<file path="src/rtl/dm_load_unit_if.sv">
// -----------------------------------------------------------------------------
// dm_load_unit_if
// Read port between the MEM-stage load unit and the multi-cycle data memory.
//
//   rd_req   load unit -> memory   read request, held until rd_ack or timeout
//   rd_addr  load unit -> memory   word-aligned address, stable while rd_req=1
//   rd_ack   memory -> load unit   read data valid; rd_data sampled on same edge
//   rd_data  memory -> load unit   32-bit read word
//
// Modports: master = load unit side, slave = memory side.
// -----------------------------------------------------------------------------
interface dm_rd_if;
    logic        rd_req;
    logic [31:0] rd_addr;
    logic        rd_ack;
    logic [31:0] rd_data;

    modport master (
        output rd_req,
        output rd_addr,
        input  rd_ack,
        input  rd_data
    );

    modport slave (
        input  rd_req,
        input  rd_addr,
        output rd_ack,
        output rd_data
    );
endinterface

</file>
<file path="src/rtl/dm_load_unit.sv">
// -----------------------------------------------------------------------------
// dm_load_unit
// MEM-stage load unit executing lw/lh/lhu/lb/lbu. A load in range issues one
// word-aligned read on the memory port and holds the pipeline (stall) until
// the word returns; the addressed byte/half is then picked out with the same
// lane mapping as the store byte enables and sign- or zero-extended.
// Out-of-range addresses and memory timeouts return 0 with bus_err set.
//
// Parameters
//   DM_WORDS_LOG2  memory depth in words (log2); hit = addr[31:DM_WORDS_LOG2+2]==0
//   TIMEOUT        REQ cycles without rd_ack before bus error; 0 = wait forever
//
// Ports
//   clk        in   clock, all state on posedge
//   reset      in   synchronous active-high reset
//   ld_valid   in   load present in MEM stage (held by pipeline while stall=1)
//   ld_type    in   000 lw, 001 lh, 010 lhu, 011 lb, 100 lbu, others lw
//   addr       in   effective byte address
//   rd_bus     --   dm_rd_if.master read port to the data memory
//   stall      out  hold pipeline (combinational)
//   load_data  out  extended result, held until the next load_done
//   load_done  out  one-cycle pulse: load_data/bus_err/adel valid
//   bus_err    out  last load was out of range or timed out
//   adel       out  misaligned-load exception
//
// Build option
//   MISALIGN_EXC_EN  when defined, misaligned lw/lh/lhu are rejected with
//                    adel=1 and no memory access; otherwise adel is tied 0 and
//                    the low address bits only steer lane selection.
// -----------------------------------------------------------------------------
module dm_load_unit #(
    parameter int unsigned DM_WORDS_LOG2 = 11,
    parameter int unsigned TIMEOUT       = 255
) (
    input  logic          clk,
    input  logic          reset,
    input  logic          ld_valid,
    input  logic [2:0]    ld_type,
    input  logic [31:0]   addr,
    dm_rd_if.master       rd_bus,
    output logic          stall,
    output logic [31:0]   load_data,
    output logic          load_done,
    output logic          bus_err,
    output logic          adel
);

    // Counter only has to reach TIMEOUT-1; keep at least one bit so the
    // TIMEOUT=0 (never) build still elaborates.
    localparam int unsigned    CNT_W     = (TIMEOUT < 2) ? 1 : $clog2(TIMEOUT);
    localparam int unsigned    TO_LAST_I = (TIMEOUT == 0) ? 0 : (TIMEOUT - 1);
    localparam logic [CNT_W-1:0] TO_LAST = TO_LAST_I[CNT_W-1:0];
    localparam bit             TO_EN     = (TIMEOUT != 0);
    localparam int unsigned    HIT_LSB   = DM_WORDS_LOG2 + 2;

    localparam logic [2:0] LT_LW  = 3'd0;
    localparam logic [2:0] LT_LH  = 3'd1;
    localparam logic [2:0] LT_LHU = 3'd2;
    localparam logic [2:0] LT_LB  = 3'd3;
    localparam logic [2:0] LT_LBU = 3'd4;

    typedef enum logic [1:0] {
        ST_IDLE = 2'd0,
        ST_REQ  = 2'd1,
        ST_DONE = 2'd2
    } state_t;

    state_t            state_r;
    logic              rd_req_r;
    logic [31:0]       rd_addr_r;
    logic [31:0]       load_data_r;
    logic              load_done_r;
    logic              bus_err_r;
    logic [CNT_W-1:0]  cnt_r;
    logic [2:0]        type_r;
    logic [1:0]        off_r;
    logic              hit_s;
    logic              stall_s;
`ifdef MISALIGN_EXC_EN
    logic              adel_r;
    logic              misalign_s;
`endif

    // Pick the addressed lane out of the returned word and extend it.
    // Lane k of the word is rd_data[8k+7:8k], matching the store byte enables.
    function automatic logic [31:0] extract(input logic [2:0]  ltype,
                                            input logic [1:0]  off,
                                            input logic [31:0] word);
        logic [15:0] half_v;
        logic [7:0]  byte_v;
        logic [31:0] res_v;
        half_v = off[1] ? word[31:16] : word[15:0];
        case (off)
            2'd0:    byte_v = word[7:0];
            2'd1:    byte_v = word[15:8];
            2'd2:    byte_v = word[23:16];
            2'd3:    byte_v = word[31:24];
            default: byte_v = word[7:0];
        endcase
        case (ltype)
            LT_LH:   res_v = {{16{half_v[15]}}, half_v};
            LT_LHU:  res_v = {16'h0000, half_v};
            LT_LB:   res_v = {{24{byte_v[7]}}, byte_v};
            LT_LBU:  res_v = {24'h000000, byte_v};
            default: res_v = word;   // lw and the unused 101-111 codes
        endcase
        return res_v;
    endfunction

`ifdef MISALIGN_EXC_EN
    // Word loads need addr[1:0]==0, half loads need addr[0]==0.
    function automatic logic is_misaligned(input logic [2:0] ltype,
                                           input logic [1:0] off);
        logic mis_v;
        case (ltype)
            LT_LH, LT_LHU: mis_v = off[0];
            LT_LB, LT_LBU: mis_v = 1'b0;
            default:       mis_v = (off != 2'b00);
        endcase
        return mis_v;
    endfunction

    // Alignment check of the load currently presented in IDLE.
    always_comb begin
        misalign_s = is_misaligned(ld_type, addr[1:0]);
    end
`endif

    // Address range decode: everything above the memory depth must be zero.
    always_comb begin
        hit_s = ((addr >> HIT_LSB) == 32'd0);
    end

    // Pipeline hold: accepting in IDLE or waiting in REQ; never during reset
    // and never in DONE, so the pipeline advances on the DONE edge.
    always_comb begin
        stall_s = 1'b0;
        if (reset) begin
            stall_s = 1'b0;
        end else begin
            stall_s = ((state_r == ST_IDLE) && ld_valid) || (state_r == ST_REQ);
        end
    end

    // Load FSM with all outputs registered.
    always_ff @(posedge clk) begin
        if (reset) begin
            state_r     <= ST_IDLE;
            rd_req_r    <= 1'b0;
            rd_addr_r   <= 32'h0000_0000;
            load_data_r <= 32'h0000_0000;
            load_done_r <= 1'b0;
            bus_err_r   <= 1'b0;
            cnt_r       <= '0;
            type_r      <= 3'd0;
            off_r       <= 2'd0;
`ifdef MISALIGN_EXC_EN
            adel_r      <= 1'b0;
`endif
        end else begin
            load_done_r <= 1'b0;
            case (state_r)
                ST_IDLE: begin
                    if (ld_valid) begin
`ifdef MISALIGN_EXC_EN
                        // Every accepted load rewrites adel, so it clears here.
                        adel_r <= misalign_s;
                        if (misalign_s) begin
                            load_data_r <= 32'h0000_0000;
                            bus_err_r   <= 1'b0;
                            load_done_r <= 1'b1;
                            state_r     <= ST_DONE;
                        end else if (!hit_s) begin
`else
                        if (!hit_s) begin
`endif
                            // Out of range: fail without touching the bus.
                            load_data_r <= 32'h0000_0000;
                            bus_err_r   <= 1'b1;
                            load_done_r <= 1'b1;
                            state_r     <= ST_DONE;
                        end else begin
                            rd_req_r  <= 1'b1;
                            rd_addr_r <= {addr[31:2], 2'b00};
                            type_r    <= ld_type;
                            off_r     <= addr[1:0];
                            cnt_r     <= '0;
                            state_r   <= ST_REQ;
                        end
                    end else begin
                        state_r <= ST_IDLE;
                    end
                end
                ST_REQ: begin
                    // An ack on the last allowed cycle still wins over timeout.
                    if (rd_bus.rd_ack) begin
                        rd_req_r    <= 1'b0;
                        load_data_r <= extract(type_r, off_r, rd_bus.rd_data);
                        bus_err_r   <= 1'b0;
                        load_done_r <= 1'b1;
                        state_r     <= ST_DONE;
                    end else if (TO_EN && (cnt_r == TO_LAST)) begin
                        rd_req_r    <= 1'b0;
                        load_data_r <= 32'h0000_0000;
                        bus_err_r   <= 1'b1;
                        load_done_r <= 1'b1;
                        state_r     <= ST_DONE;
                    end else begin
                        cnt_r <= cnt_r + CNT_W'(1'b1);
                    end
                end
                ST_DONE: begin
                    // ld_valid is ignored here so the retiring load is not re-accepted.
                    state_r <= ST_IDLE;
                end
                default: begin
                    rd_req_r <= 1'b0;
                    state_r  <= ST_IDLE;
                end
            endcase
        end
    end

    assign rd_bus.rd_req  = rd_req_r;
    assign rd_bus.rd_addr = rd_addr_r;
    assign stall          = stall_s;
    assign load_data      = load_data_r;
    assign load_done      = load_done_r;
    assign bus_err        = bus_err_r;
`ifdef MISALIGN_EXC_EN
    assign adel           = adel_r;
`else
    assign adel           = 1'b0;
`endif

endmodule

</file>
<file path="src/flat_wrapper.sv">
// flat-port wrapper written by rule: the top's interface ports become plain ports
module dm_load_unit_flat 
#(
    parameter int unsigned DM_WORDS_LOG2 = 11,
    parameter int unsigned TIMEOUT       = 255
)
  (clk, reset, ld_valid, ld_type, addr, stall, load_data, load_done, bus_err, adel, rd_bus_rd_req, rd_bus_rd_addr, rd_bus_rd_ack, rd_bus_rd_data);
  dm_rd_if rd_bus_i ();
  input  logic clk;
  input  logic reset;
  input  logic ld_valid;
  input  logic [2:0] ld_type;
  input  logic [31:0] addr;
  output logic stall;
  output logic [31:0] load_data;
  output logic load_done;
  output logic bus_err;
  output logic adel;
  output wire logic [$bits(rd_bus_i.rd_req)-1:0] rd_bus_rd_req;
  output wire logic [$bits(rd_bus_i.rd_addr)-1:0] rd_bus_rd_addr;
  input wire logic [$bits(rd_bus_i.rd_ack)-1:0] rd_bus_rd_ack;
  input wire logic [$bits(rd_bus_i.rd_data)-1:0] rd_bus_rd_data;
  assign rd_bus_rd_req = rd_bus_i.rd_req;
  assign rd_bus_rd_addr = rd_bus_i.rd_addr;
  assign rd_bus_i.rd_ack = rd_bus_rd_ack;
  assign rd_bus_i.rd_data = rd_bus_rd_data;
  dm_load_unit #(.DM_WORDS_LOG2(DM_WORDS_LOG2), .TIMEOUT(TIMEOUT)) u_core (.clk(clk), .reset(reset), .ld_valid(ld_valid), .ld_type(ld_type), .addr(addr), .rd_bus(rd_bus_i), .stall(stall), .load_data(load_data), .load_done(load_done), .bus_err(bus_err), .adel(adel));
endmodule
</file>
<file path="config.mk">
export PLATFORM = sky130hd
export DESIGN_NAME = dm_load_unit_flat
export DESIGN_NICKNAME = d
export VERILOG_FILES = /design/src/rtl/dm_load_unit_if.sv /design/src/rtl/dm_load_unit.sv /design/src/flat_wrapper.sv
export SDC_FILE = /design/constraint.sdc
export NUM_CORES = 1
export LEC_CHECK = 0
export BUFFER_PORTS_ARGS = -buffer_cell sky130_fd_sc_hd__buf_2
export CAP_MARGIN = 20
export CORE_ASPECT_RATIO = 1.25
export CORE_MARGIN = 2
export CORE_UTILIZATION = 45
export CTS_CLUSTER_SIZE = 40
export DETAILED_ROUTE_END_ITERATION = 10
export MAX_ROUTING_LAYER = met4
export PLACE_DENSITY = 0.85
export SLEW_MARGIN = 20
export SYNTH_ARGS = -nofsm -noshare
export SYNTH_HDL_FRONTEND = slang
export SYNTH_SLANG_ARGS = --single-unit
</file>
<file path="constraint.sdc">
create_clock -name clk -period 3.8 [get_ports clk]
set_clock_uncertainty 0.15 [all_clocks]
set_input_delay 0.76 -clock clk [delete_from_list [all_inputs] [get_ports clk]]
set_output_delay 0.76 -clock clk [all_outputs]
set_load 0.005 [all_outputs]
</file>
---- Yosys cells after proc, flatten, opt, wreduce, memory -nomap -nowiden ----
Index checks and enable logic that the tools add are counted.
Widths: inputs -> output; s select.
operators by class
  reduce and logical (&&, ||, !) cells .... 10
  shift operators ......................... 0
  $lt $le $gt $ge ......................... 0
  equality and inequality tests ........... 16
  bitwise operators ....................... 1
  divide/modulo/power cells ............... 0
  $mul .................................... 0
  add/subtract/negate cells ............... 1
  muxes and demuxes ....................... 34
operators by type and width
  cell                 count
  $mux 32              4
  $pmux 32 s4          1
  $pmux 32 s2          1
  $logic_not 32->1     1
  $mux 8               4
  $pmux 8 s4           1
  $mux 16              1
  $pmux 8 s2           1
  $mux 1               13
  $add 8x1->8 const B  1
  $eq 8x8->1 const B   1
  $mux 2               4
  $ne 2x2->1 const B   4
  $reduce_and 4->1     2
  $eq 2x2->1 const B   3
  $eq 3x2->1 const B   2
  $reduce_and 5->1     1
  $eq 2x1->1 const B   2
  $logic_not 2->1      2
  $pmux 1 s2           2
  $pmux 2 s2           1
  $eq 3x1->1 const B   1
  $eq 3x3->1 const B   1
  $ne 3x3->1 const B   1
  other kinds (7)      7
word-level totals
  memories kept ........................... 0
  bits in registers ....................... 80
  ROM bits ................................ 0
  output and inout port bits .............. 69
  memory bits (writable) .................. 0
  input bits .............................. 71
  logic and storage cells ................. 71
  latch bits .............................. 0

---- Logic depth before layout (Yosys ltp) ----
Gate-level depths: netlist of the first run.
  depth in word-level cells ............... 5
  gate-level depth with buffers ........... 8
  depth with buffers taken out ............ 7

---- Least setup slack after synthesis of the first run ----
OpenSTA, ideal clock, no wires.
  path type ............................... in2out
  start ................................... input reset
  end ..................................... output stall
  arrival time ............................ 1.344 ns
  stages .................................. 3
  path buffers ............................ 2
  setup slack ............................. 1.546 ns
  required time ........................... 2.890 ns
  cell sequence ........................... clkbuf_1 > clkbuf_1 > nor3_1
between the ends
  longest elaborated chain between the ends .. 1
RTL lines
  item         RTL line             text
  from (decl)  flat_wrapper.sv:10   input logic reset;
  $mux 1       dm_load_unit.sv:138  if (reset) begin
  to (decl)    flat_wrapper.sv:14   output logic stall;
Every way passes these cells.

---- Final worst setup path of the first run ----
  start ................................... register u_core.type_r[2]
  end ..................................... register u_core.load_data_r[10] (netlist: u_core.load_data[10])
between the ends
  longest elaborated chain between the ends .. 4
  elaborated cells between the ends (all ways) .. 7
  classes of those cells .................. 4 x eq/ne; 3 x mux
RTL lines
  item                                      RTL line             text
  from (decl)                               dm_load_unit.sv:75   logic [2:0] type_r;
  from (signal assigned)                    dm_load_unit.sv:185  type_r <= ld_type;
  $eq 3x3->1, or another cell as far along  dm_load_unit.sv:100  case (ltype)
  $pmux 32 s4 (*)                           dm_load_unit.sv:100
  $mux 32 (*)                               dm_load_unit.sv:196  if (rd_bus.rd_ack) begin
  $pmux 32 s2 (*)                           dm_load_unit.sv:162  case (state_r)
  to (signal assigned)                      dm_load_unit.sv:198  load_data_r <= extract(type_r, off_r, rd_bus.rd_data);
  to (decl)                                 dm_load_unit.sv:71   logic [31:0] load_data_r;
Every way passes the cells marked *; elsewhere a longest branch is shown, timed or not.
A chain may end at the register's enable or synchronous reset.

==> impl_metrics.env, run 1 <==
export IMPL_register_area_um2=1600
export IMPL_p_per_area_nw_per_um2=371
export IMPL_row_count=36
export IMPL_cap_violations=0
export IMPL_drtIter0Drc=228
export IMPL_io_buffers=136
export IMPL_cts_inserted_buffers=9
export IMPL_fillers=670
export IMPL_synth_area_leaders="dfxtp_1, nor2_1, o2bb2ai_1"
export IMPL_vias=3248
export IMPL_die_w_um=83.7
export IMPL_tightest_slew_ns=0.785
export IMPL_maxSlewViolCount=0
export IMPL_cts_max_path_buffers=2
export IMPL_grt_max_degree=33
export IMPL_htreeDepth=3
export IMPL_cp_arrival_ns=2.87
export IMPL_post_cts_setup_buffer_count=0
export IMPL_status="completed"
export IMPL_die_h_um=104
export IMPL_ys_seq_area_share_pct=44.8
export IMPL_ys_warn_count=0
export IMPL_n_antenna_cell=0
export IMPL_drtAntennaViolNets=0
export IMPL_wl_per_cell_um=15.0
export IMPL_multi_input_area_um2=1750
export IMPL_start_util_pct=46.1
export IMPL_end_kind="register"
export IMPL_fin_crit_sh_pct=71.7
export IMPL_synthXorXnorAreaFrac_pct=1.96
export IMPL_path_max_fanout=22
export IMPL_hold_viol=0
export IMPL_synthMuxAreaShare_pct=7.88
export IMPL_syn_area_per_cell_um2=9.38
export IMPL_yosysTopAreaCell="dfxtp_1"
export IMPL_clk_pin_slew_ns=0.09
export IMPL_grt_usage_pct=21.4
export IMPL_ir_worst_vdd_mv=0.223
export IMPL_max_freq_mhz=367
export IMPL_async_flop_share_pct=0
export IMPL_synth_cells=381
export IMPL_drive_above_1_share_pct=34.3
export IMPL_grt_pass1_wl_mm=15.1
export IMPL_yosys_area_top_type_share_pct=44.8
export IMPL_core_area_um2=7750
export IMPL_synth_compound_area_share_pct=21.5
export IMPL_first_pass_iters=4
export IMPL_synth_area_um2=3570
export IMPL_cts_tree="built"
export IMPL_synthFlopType="dfxtp_1"
export IMPL_place_inst=587
export IMPL_cts_sinks=80
export IMPL_gp_congestion=0.905
export IMPL_min_period_ns=2.72
export IMPL_cts_hold_buf=0
export IMPL_fin_cells=603
export IMPL_nNetsFinal=576
export IMPL_dieArea_um2=8670
export IMPL_finalSetupTns_ns=0
export IMPL_insertion_delay_ns=0.35
export IMPL_overflow=0
export IMPL_dpl_hpwl_mm=6.68
export IMPL_rsz0062_at_grt="false"
export IMPL_timing_slew_headroom_pct=47.6
export IMPL_first_global_vias=3189
export IMPL_area_growth_pct=25.5
export IMPL_wirelength_mm=9.03
export IMPL_ys_ff_latch=80
export IMPL_io_pins=140
export IMPL_synthSimpleGateAreaFrac_pct=16.6
export IMPL_antenna_found_initial=0
export IMPL_cp_required_ns=3.95
export IMPL_synth_distinct_cells=51
export IMPL_hold_path_class="reg -> reg"
export IMPL_synth_most_common_cell="dfxtp_1"
export IMPL_finalSetupViolCount=0
export IMPL_cts_root_buf="clkbuf_8"
export IMPL_hold_worst_slack_ns=0.313
export IMPL_synth_edf_count=0
export IMPL_path_class="reg -> reg"
export IMPL_synth_top_family_by_area="compound AO/OA/AOI/OAI gates"
export IMPL_p_leak_nw=2.03
export IMPL_drc_errors=0
export IMPL_cts_resized=0
export IMPL_startpoint_type="register"
export IMPL_synth_fa_ha_area_share_pct=0.700
export IMPL_vias_per_cell=5.39
export IMPL_ys_top_cells_by_count="dfxtp_1, nor2_1, o2bb2ai_1"
layer usage:
metal,global-route usage (%),up-vias,share of wire [%]
li1,-,1605,-
met1,25.4,1497,43
met2,34.6,121,49
met3,5.02,25,5.7
met4,9.68,0,2.7
met5,-,-,0
path summary, 6_finish.rpt:
check | start | end | slack [ns] | cells past startpoint
worst max-delay path | u_core.type_r[2]$_SDFFE_PP0P_ | u_core.load_data[10]$_SDFFE_PP0P_ | 1.08 | 5
worst max register to register | u_core.type_r[2]$_SDFFE_PP0P_ | u_core.load_data[10]$_SDFFE_PP0P_ | 1.08 | 5
worst min register to register | u_core.load_data[0]$_SDFFE_PP0P_ | u_core.load_data[0]$_SDFFE_PP0P_ | 0.31 | 1
worst min-delay path | u_core.load_data[0]$_SDFFE_PP0P_ | u_core.load_data[0]$_SDFFE_PP0P_ | 0.31 | 1
critical path: stages, from the launching register on:
cell	delay, ns
dfxtp_1	0.82
or3b_4	0.55
a21oi_4	0.50
a22oi_4	0.20
a22oi_1	0.28
a22o_1	0.16
placed cells by master (no fill, tap or decap), drive strengths merged, types with 2 or more instances in the layout:
cell,instances
nand2b,3
o311ai,2
xor2,6
and2,19
a22o,9
o2bb2ai,22
a22oi,16
clkbuf,9
conb,3
or2,3
mux2,7
clkinv,2
a221oi,6
bufinv,2
ha,2
buf,137
nor2b,3
xnor2,2
o221ai,8
nand2,9
o21ai,15
nand3,4
nand4,3
and3,3
a21oi,9
nor4,4
nor3b,2
inv,23
dfxtp,80
mux2i,18
nor2,57
a211oi,4
nor3,6
o21a,2
power by group:
part	switching [W]	internal, W
logic	0.0000514	0.0000451
registers	0.00000182	0.000840
clock network	0.000340	0.000386
sequential cells by signal (all words and copies together), names as in the netlist:
signal	flops
u_core.rd_bus.rd_addr	30
u_core.load_data	32
u_core.bus_err	1
u_core.rd_bus.rd_req	1
u_core.state_r	2
u_core.cnt_r	8
u_core.type_r	3
u_core.off_r	2
u_core.load_done	1
cell type report:
| class | count | share of cell area [%] |
|---|---|---|
| clock buffers | 9 | 2.76 |
| clock inverters | 7 | 2.48 |
| inverters | 20 | 1.67 |
| multi-input cells | 255 | 39.1 |
| flip-flops and latches | 80 | 35.7 |
| well taps | 95 | 2.65 |
| repair buffers | 137 | 15.6 |
logic make-up (layout without fill, tap and decap cells):
group                      count (synthesis)  in the layout
and+or+nand+nor                          120            120
AOI/OAI and AO/OA                         96             96
DFF                                       80             80
buffers and inverters                     48            173
muxes                                     26             26
xor gates and xnor gates                   8              8
adders and majority gates                  2              2
other                                      1              3
metrics by stage:
step | setup WS (ns) | util (%) | power (W) | instance area, um2
floorplan | 1.55 | - | 0.000905 | 3580
global placement | 1.16 | 54.9 | 0.000955 | 4250
detailed placement | 1.10 | 54.9 | 0.000957 | 4250
CTS | 1.12 | 57.9 | 0.00168 | 4490
global route | 0.926 | 57.9 | 0.00173 | 4490
finish | 1.08 | 57.9 | 0.00166 | 4490
(Power assumes the default switching activity.)
==> inputs of run 2 (changes only) <==
Settings changed: ABC_AREA set to 1, PLACE_DENSITY 0.85 to 0.86.
Clock period 3.8 ns to 2.31 ns, I/O delays scaled along.
==> impl_metrics.env, run 2 <==
export IMPL_startpoint_type="register"
export IMPL_dpl_hpwl_mm=7.99
export IMPL_cap_violations=0
export IMPL_cp_arrival_ns=1.42
export IMPL_row_count=38
export IMPL_cp_required_ns=1.70
export IMPL_path_class="reg -> out"
export IMPL_grt_usage_pct=22.4
export IMPL_fin_crit_sh_pct=87.8
export IMPL_hold_viol=0
export IMPL_grt_pass1_wl_mm=16.6
export IMPL_worst_slack_ns=0.282
export IMPL_final_cell_mix="nand2_1, buf_2, nand3_1, dfxtp_1, a21oi_1"
export IMPL_cts_sinks=80
export IMPL_cts_max_path_buffers=2
export IMPL_n_antenna_cell=0
export IMPL_io_buffers=136
export IMPL_end_kind="output port"
export IMPL_first_global_vias=3713
export IMPL_cts_hold_buf=0
export IMPL_first_pass_iters=6
export IMPL_synth_most_common_cell="nand2_1"
export IMPL_ir_worst_vdd_mv=0.365
export IMPL_drc_errors=0
export IMPL_die_h_um=109
export IMPL_synth_edf_count=0
export IMPL_yosys_area_top_type_share_pct=40.0
export IMPL_yosysTopAreaCell="dfxtp_1"
export IMPL_synth_cells=585
export IMPL_wirelength_mm=10.8
export IMPL_dieArea_um2=9680
export IMPL_finalSetupTns_ns=0
export IMPL_grt_max_degree=37
export IMPL_ys_ff_latch=80
export IMPL_rsz0062_at_grt="false"
export IMPL_hold_path_class="in -> reg"
export IMPL_async_flop_share_pct=0
export IMPL_syn_area_per_cell_um2=6.85
export IMPL_p_leak_nw=2.22
export IMPL_p_per_area_nw_per_um2=511
export IMPL_vias_per_cell=4.97
export IMPL_start_util_pct=46.3
export IMPL_ys_warn_count=0
export IMPL_htreeDepth=3
export IMPL_maxSlewViolCount=0
export IMPL_cts_root_buf="clkbuf_8"
export IMPL_status="completed"
export IMPL_io_pins=140
export IMPL_final_common_cell="nand2_1"
export IMPL_wl_per_cell_um=12.9
export IMPL_drtIter0Drc=264
export IMPL_synth_area_um2=4010
export IMPL_min_period_ns=2.03
export IMPL_area_growth_pct=22.7
export IMPL_finalSetupViolCount=0
export IMPL_cts_inserted_buffers=9
export IMPL_tightest_slew_ns=0.501
export IMPL_die_w_um=88.4
export IMPL_drive_above_1_share_pct=28.5
export IMPL_path_max_fanout=9
export IMPL_dp_slack_ns=0.241
export IMPL_post_cts_setup_buffer_count=0
export IMPL_core_area_um2=8650
export IMPL_timing_slew_headroom_pct=66.5
export IMPL_nNetsFinal=781
export IMPL_ys_seq_area_share_pct=40.0
export IMPL_synth_area_leaders="dfxtp_1, nand2_1, nand3_1"
export IMPL_insertion_delay_ns=0.36
export IMPL_cts_tree="built"
export IMPL_synth_distinct_cells=33
export IMPL_antenna_found_initial=0
export IMPL_synthFlopType="dfxtp_1"
export IMPL_ys_top_cells_by_count="nand2_1, dfxtp_1, nand3_1"
export IMPL_drtAntennaViolNets=0
export IMPL_overflow=0
export IMPL_clk_pin_slew_ns=0.09
export IMPL_max_freq_mhz=493
export IMPL_largest_reg_flops=32
export IMPL_gp_congestion=0.962
export IMPL_vias=4137
-- run 2: area by class of cell --
class,count,area (um2)
Clock buffer,10,138
Timing Repair Buffer,146,768
Multi-Input combinational cell,424,2040
Sequential cell,80,1600
Clock inverter,6,42.5
Inverter,47,179
Tap cell,120,150
Fill cell,827,3740
-- run 2: timing repair --
item | CTS | global route
resized for setup | 0 | 1
setup endpoints to repair | 0 | 1
endpoints found under the hold margin | 0 | 0
-- run 2: through the flow --
step	total power, W	instances	area (um2)	utilization (%)	hold slack [ns]
3_3_place_gp	0.00159	817	4740	54.7	0.274
6_report	0.00251	833	4920	56.8	0.198
2_1_floorplan	0.00150	587	4010	-	0.284
3_5_place_dp	0.00159	817	4740	54.7	0.277
5_1_grt	0.00260	833	4920	56.8	0.204
4_1_cts	0.00253	833	4920	56.8	0.186
-- run 2: worst paths after layout --
kind	startpoint	slack, ns	cells past startpoint	to
max	u_core.state_r[0]$_SDFFE_PP0P_	0.28	5	stall
min	addr[7]	0.20	3	u_core.rd_bus.rd_addr[7]$_SDFFE_PP0P_
max reg2reg	u_core.type_r[2]$_SDFFE_PP0P_	0.40	8	u_core.load_data[19]$_SDFFE_PP0P_
min reg2reg	u_core.rd_bus.rd_addr[27]$_SDFFE_PP0P_	0.29	2	u_core.rd_bus.rd_addr[27]$_SDFFE_PP0P_
-- run 2: logic make-up after synthesis --
logic type / Yosys count / share of synthesized area [%]
buffers and inverters: 83 / 9.34
xor gates and xnor gates: 5 / 1.09
DFF: 80 / 40.0
other: 1 / 0.0936
adders and majority gates: 2 / 0.625
and+or+nand+nor: 314 / 35.4
AOI/OAI and AO/OA: 100 / 13.4
-- run 2: power by group --
part	internal, W	leakage, nW	total (W)	switching, W
sequential	0.00138	0.645	0.00138	0.00000143
combinational	0.0000738	1.48	0.000176	0.000102
clock	0.000421	0.0887	0.000953	0.000532
-- run 2: worst max-delay path: stages, from the launching register on --
cell	delay [ns]
dfxtp_1	0.34
inv_1	0.06
nor2_1	0.22
inv_2	0.14
a21oi_1	0.17
buf_2	0.13
-- run 2: layer usage --
metal  track usage, %  vias to the layer above  wire [um]
met4             10.8                        0        325
met1             25.4                     1843       4400
met2             37.3                      143       5410
li1                 -                     2123          -
met3             5.03                       28        646
met5                -                        -          0
==> inputs of run 3 (changes only) <==
--- a/config.mk
+++ b/config.mk
@@ -11,9 +11,9 @@
 export CORE_ASPECT_RATIO = 1.25
 export CORE_MARGIN = 2
-export CORE_UTILIZATION = 45
+export CORE_UTILIZATION = 27
 export CTS_CLUSTER_SIZE = 40
 export DETAILED_ROUTE_END_ITERATION = 10
 export MAX_ROUTING_LAYER = met4
-export PLACE_DENSITY = 0.86
+export PLACE_DENSITY = 0.6
 export SLEW_MARGIN = 20
 export SYNTH_ARGS = -nofsm -noshare
==> constraint.sdc (replaced) <==
create_clock -name clk -period 2.31 [get_ports clk]
set_clock_uncertainty 0.15 [all_clocks]
set_input_delay 0.231 -clock clk [delete_from_list [all_inputs] [get_ports clk]]
set_output_delay 0.231 -clock clk [all_outputs]
set_load 0.005 [all_outputs]
==> impl_metrics.env, run 3 (same netlist as run 2, synthesis figures left out) <==
export IMPL_timing_slew_headroom_pct=62.1
export IMPL_hp_start="addr[6]"
export IMPL_holdPathStages=3
export IMPL_dpl_hpwl_mm=8.60
export IMPL_largest_reg_flops=32
export IMPL_grt_usage_pct=15.1
export IMPL_rr_endpoint="u_core.load_data[18]$_SDFFE_PP0P_"
export IMPL_final_cell_mix="nand2_1, buf_2, nand3_1, dfxtp_1, a21oi_1"
export IMPL_status="finished, violations left"
export IMPL_post_cts_setup_buffer_count=0
export IMPL_insertion_delay_ns=0.33
export IMPL_hold_path_class="in -> reg"
export IMPL_clk_pin_slew_ns=0.06
export IMPL_path_class="reg -> out"
export IMPL_grt_pass1_wl_mm=18.7
export IMPL_row_count=49
export IMPL_overflow=0
export IMPL_start_util_pct=27.7
export IMPL_gp_congestion=0.875
export IMPL_wirelength_mm=11.9
export IMPL_p_per_area_nw_per_um2=591
export IMPL_violations="design-rule violations"
export IMPL_path_max_fanout=9
export IMPL_die_w_um=113
export IMPL_cp_arrival_ns=1.61
export IMPL_startpoint_type="register"
export IMPL_fin_cells=897
export IMPL_dieArea_um2=15800
export IMPL_r2r_slack_ns=0.48
export IMPL_area_growth_pct=29.7
export IMPL_end_kind="output port"
export IMPL_reg2regPathDepth=8
export IMPL_hold_end="u_core.rd_bus.rd_addr[6]$_SDFFE_PP0P_"
export IMPL_hold_worst_slack_ns=0.00775
export IMPL_cts_sinks=80
export IMPL_final_common_cell="nand2_1"
export IMPL_cap_violations=0
export IMPL_cts_inserted_buffers=9
export IMPL_first_global_vias=3706
export IMPL_place_inst=876
export IMPL_cts_tree="built"
export IMPL_io_pins=140
export IMPL_drtIter0Drc=220
export IMPL_maxSlewViolCount=0
export IMPL_min_period_ns=1.99
export IMPL_first_pass_iters=8
export IMPL_utilization_pct=35.9
export IMPL_hold_viol=0
export IMPL_reg2reg_from="u_core.type_r[2]$_SDFFE_PP0P_"
export IMPL_tightest_slew_ns=0.568
export IMPL_fin_crit_sh_pct=86.2
export IMPL_die_h_um=140
export IMPL_cts_root_buf="clkbuf_16"
export IMPL_nNetsFinal=787
export IMPL_p_leak_nw=2.31
export IMPL_finalSetupViolCount=0
export IMPL_antenna_found_initial=2
export IMPL_drc_errors=6
export IMPL_rsz0062_at_grt="false"
export IMPL_core_area_um2=14500
export IMPL_grt_max_degree=49
export IMPL_drtAntennaViolNets=0
export IMPL_cp_required_ns=1.93
export IMPL_wl_per_cell_um=13.3
export IMPL_finalSetupTns_ns=0
export IMPL_ir_worst_vdd_mv=0.280
export IMPL_cts_max_path_buffers=2
export IMPL_htreeDepth=3
export IMPL_max_freq_mhz=502
export IMPL_cts_resized=0
export IMPL_vias=4119
export IMPL_io_buffers=136
export IMPL_drive_above_1_share_pct=27.9
export IMPL_vias_per_cell=4.59
run 3: changes by cell type in the layout (fill, tap and decap cells not counted), sizes merged:
cell         before  now
dlygate4sd3       0    5
bufinv            0    2
clkinv            3    1
diode             0    2
inv              48   46
buf             146  147
clkbuf           10   11
clkinvlp          2    1
run 3: metal layers:
metal	track usage (%)	vias to the layer above	wire [um]
li1	-	2136	-
met1	18.2	1836	5240
met2	24.9	121	5740
met3	3.38	26	603
met4	5.46	0	328
met5	-	-	0
run 3: per-stage QoR:
step	power, W	instance area [um2]	setup WS, ns
after detailed placement	0.00160	4830	0.355
after CTS	0.00312	5190	0.296
after global routing	0.00321	5190	0.166
final	0.00307	5190	0.320
after floorplan	0.00150	4010	0.774
after global placement	0.00160	4830	0.380
run 3: final cells by class:
type	instances	area, um2
Fill cell	1580	9270
Multi-Input combinational cell	424	2040
Sequential cell	80	1600
Timing Repair Buffer	152	838
Clock buffer	11	243
Tap cell	178	223
Inverter	47	179
Clock inverter	3	67.6
Antenna cell	2	5.00
run 3: timing repair:
| item | CTS | global route |
|---|---|---|
| endpoints found under the hold margin | 5 | 0 |
| hold buffers | 5 | 0 |
| setup endpoints to repair | 0 | 0 |
run 3: worst max-delay path, cell delays in order (launching register included):
cell and delay, ns:
dfxtp_1 0.32, inv_1 0.07, nor2_1 0.21, clkinv_1 0.30, a21oi_1 0.24, buf_2 0.14
run 3: where the power goes:
group	internal [W]	switching, W	total, W	leakage [nW]
logic	0.0000807	0.000108	0.000188	1.51
registers	0.00138	0.00000131	0.00138	0.645
clock network	0.000964	0.000534	0.00150	0.148
run 3: worst max path at each step:
| stage | start | endpoint | slack, ns | cells after the start |
|---|---|---|---|---|
| floorplan | addr[25] | u_core.rd_bus.rd_addr[13]$_SDFFE_PP0P_ | 0.77 | 7 |
| finish | u_core.state_r[0]$_SDFFE_PP0P_ | stall | 0.32 | 5 |
| detailed placement | addr[25] | u_core.rd_bus.rd_addr[8]$_SDFFE_PP0P_ | 0.36 | 8 |
| CTS | u_core.state_r[0]$_SDFFE_PP0P_ | stall | 0.30 | 5 |
| global placement | addr[25] | u_core.rd_bus.rd_addr[3]$_SDFFE_PP0P_ | 0.38 | 8 |
| global route | u_core.state_r[0]$_SDFFE_PP0P_ | stall | 0.17 | 5 |
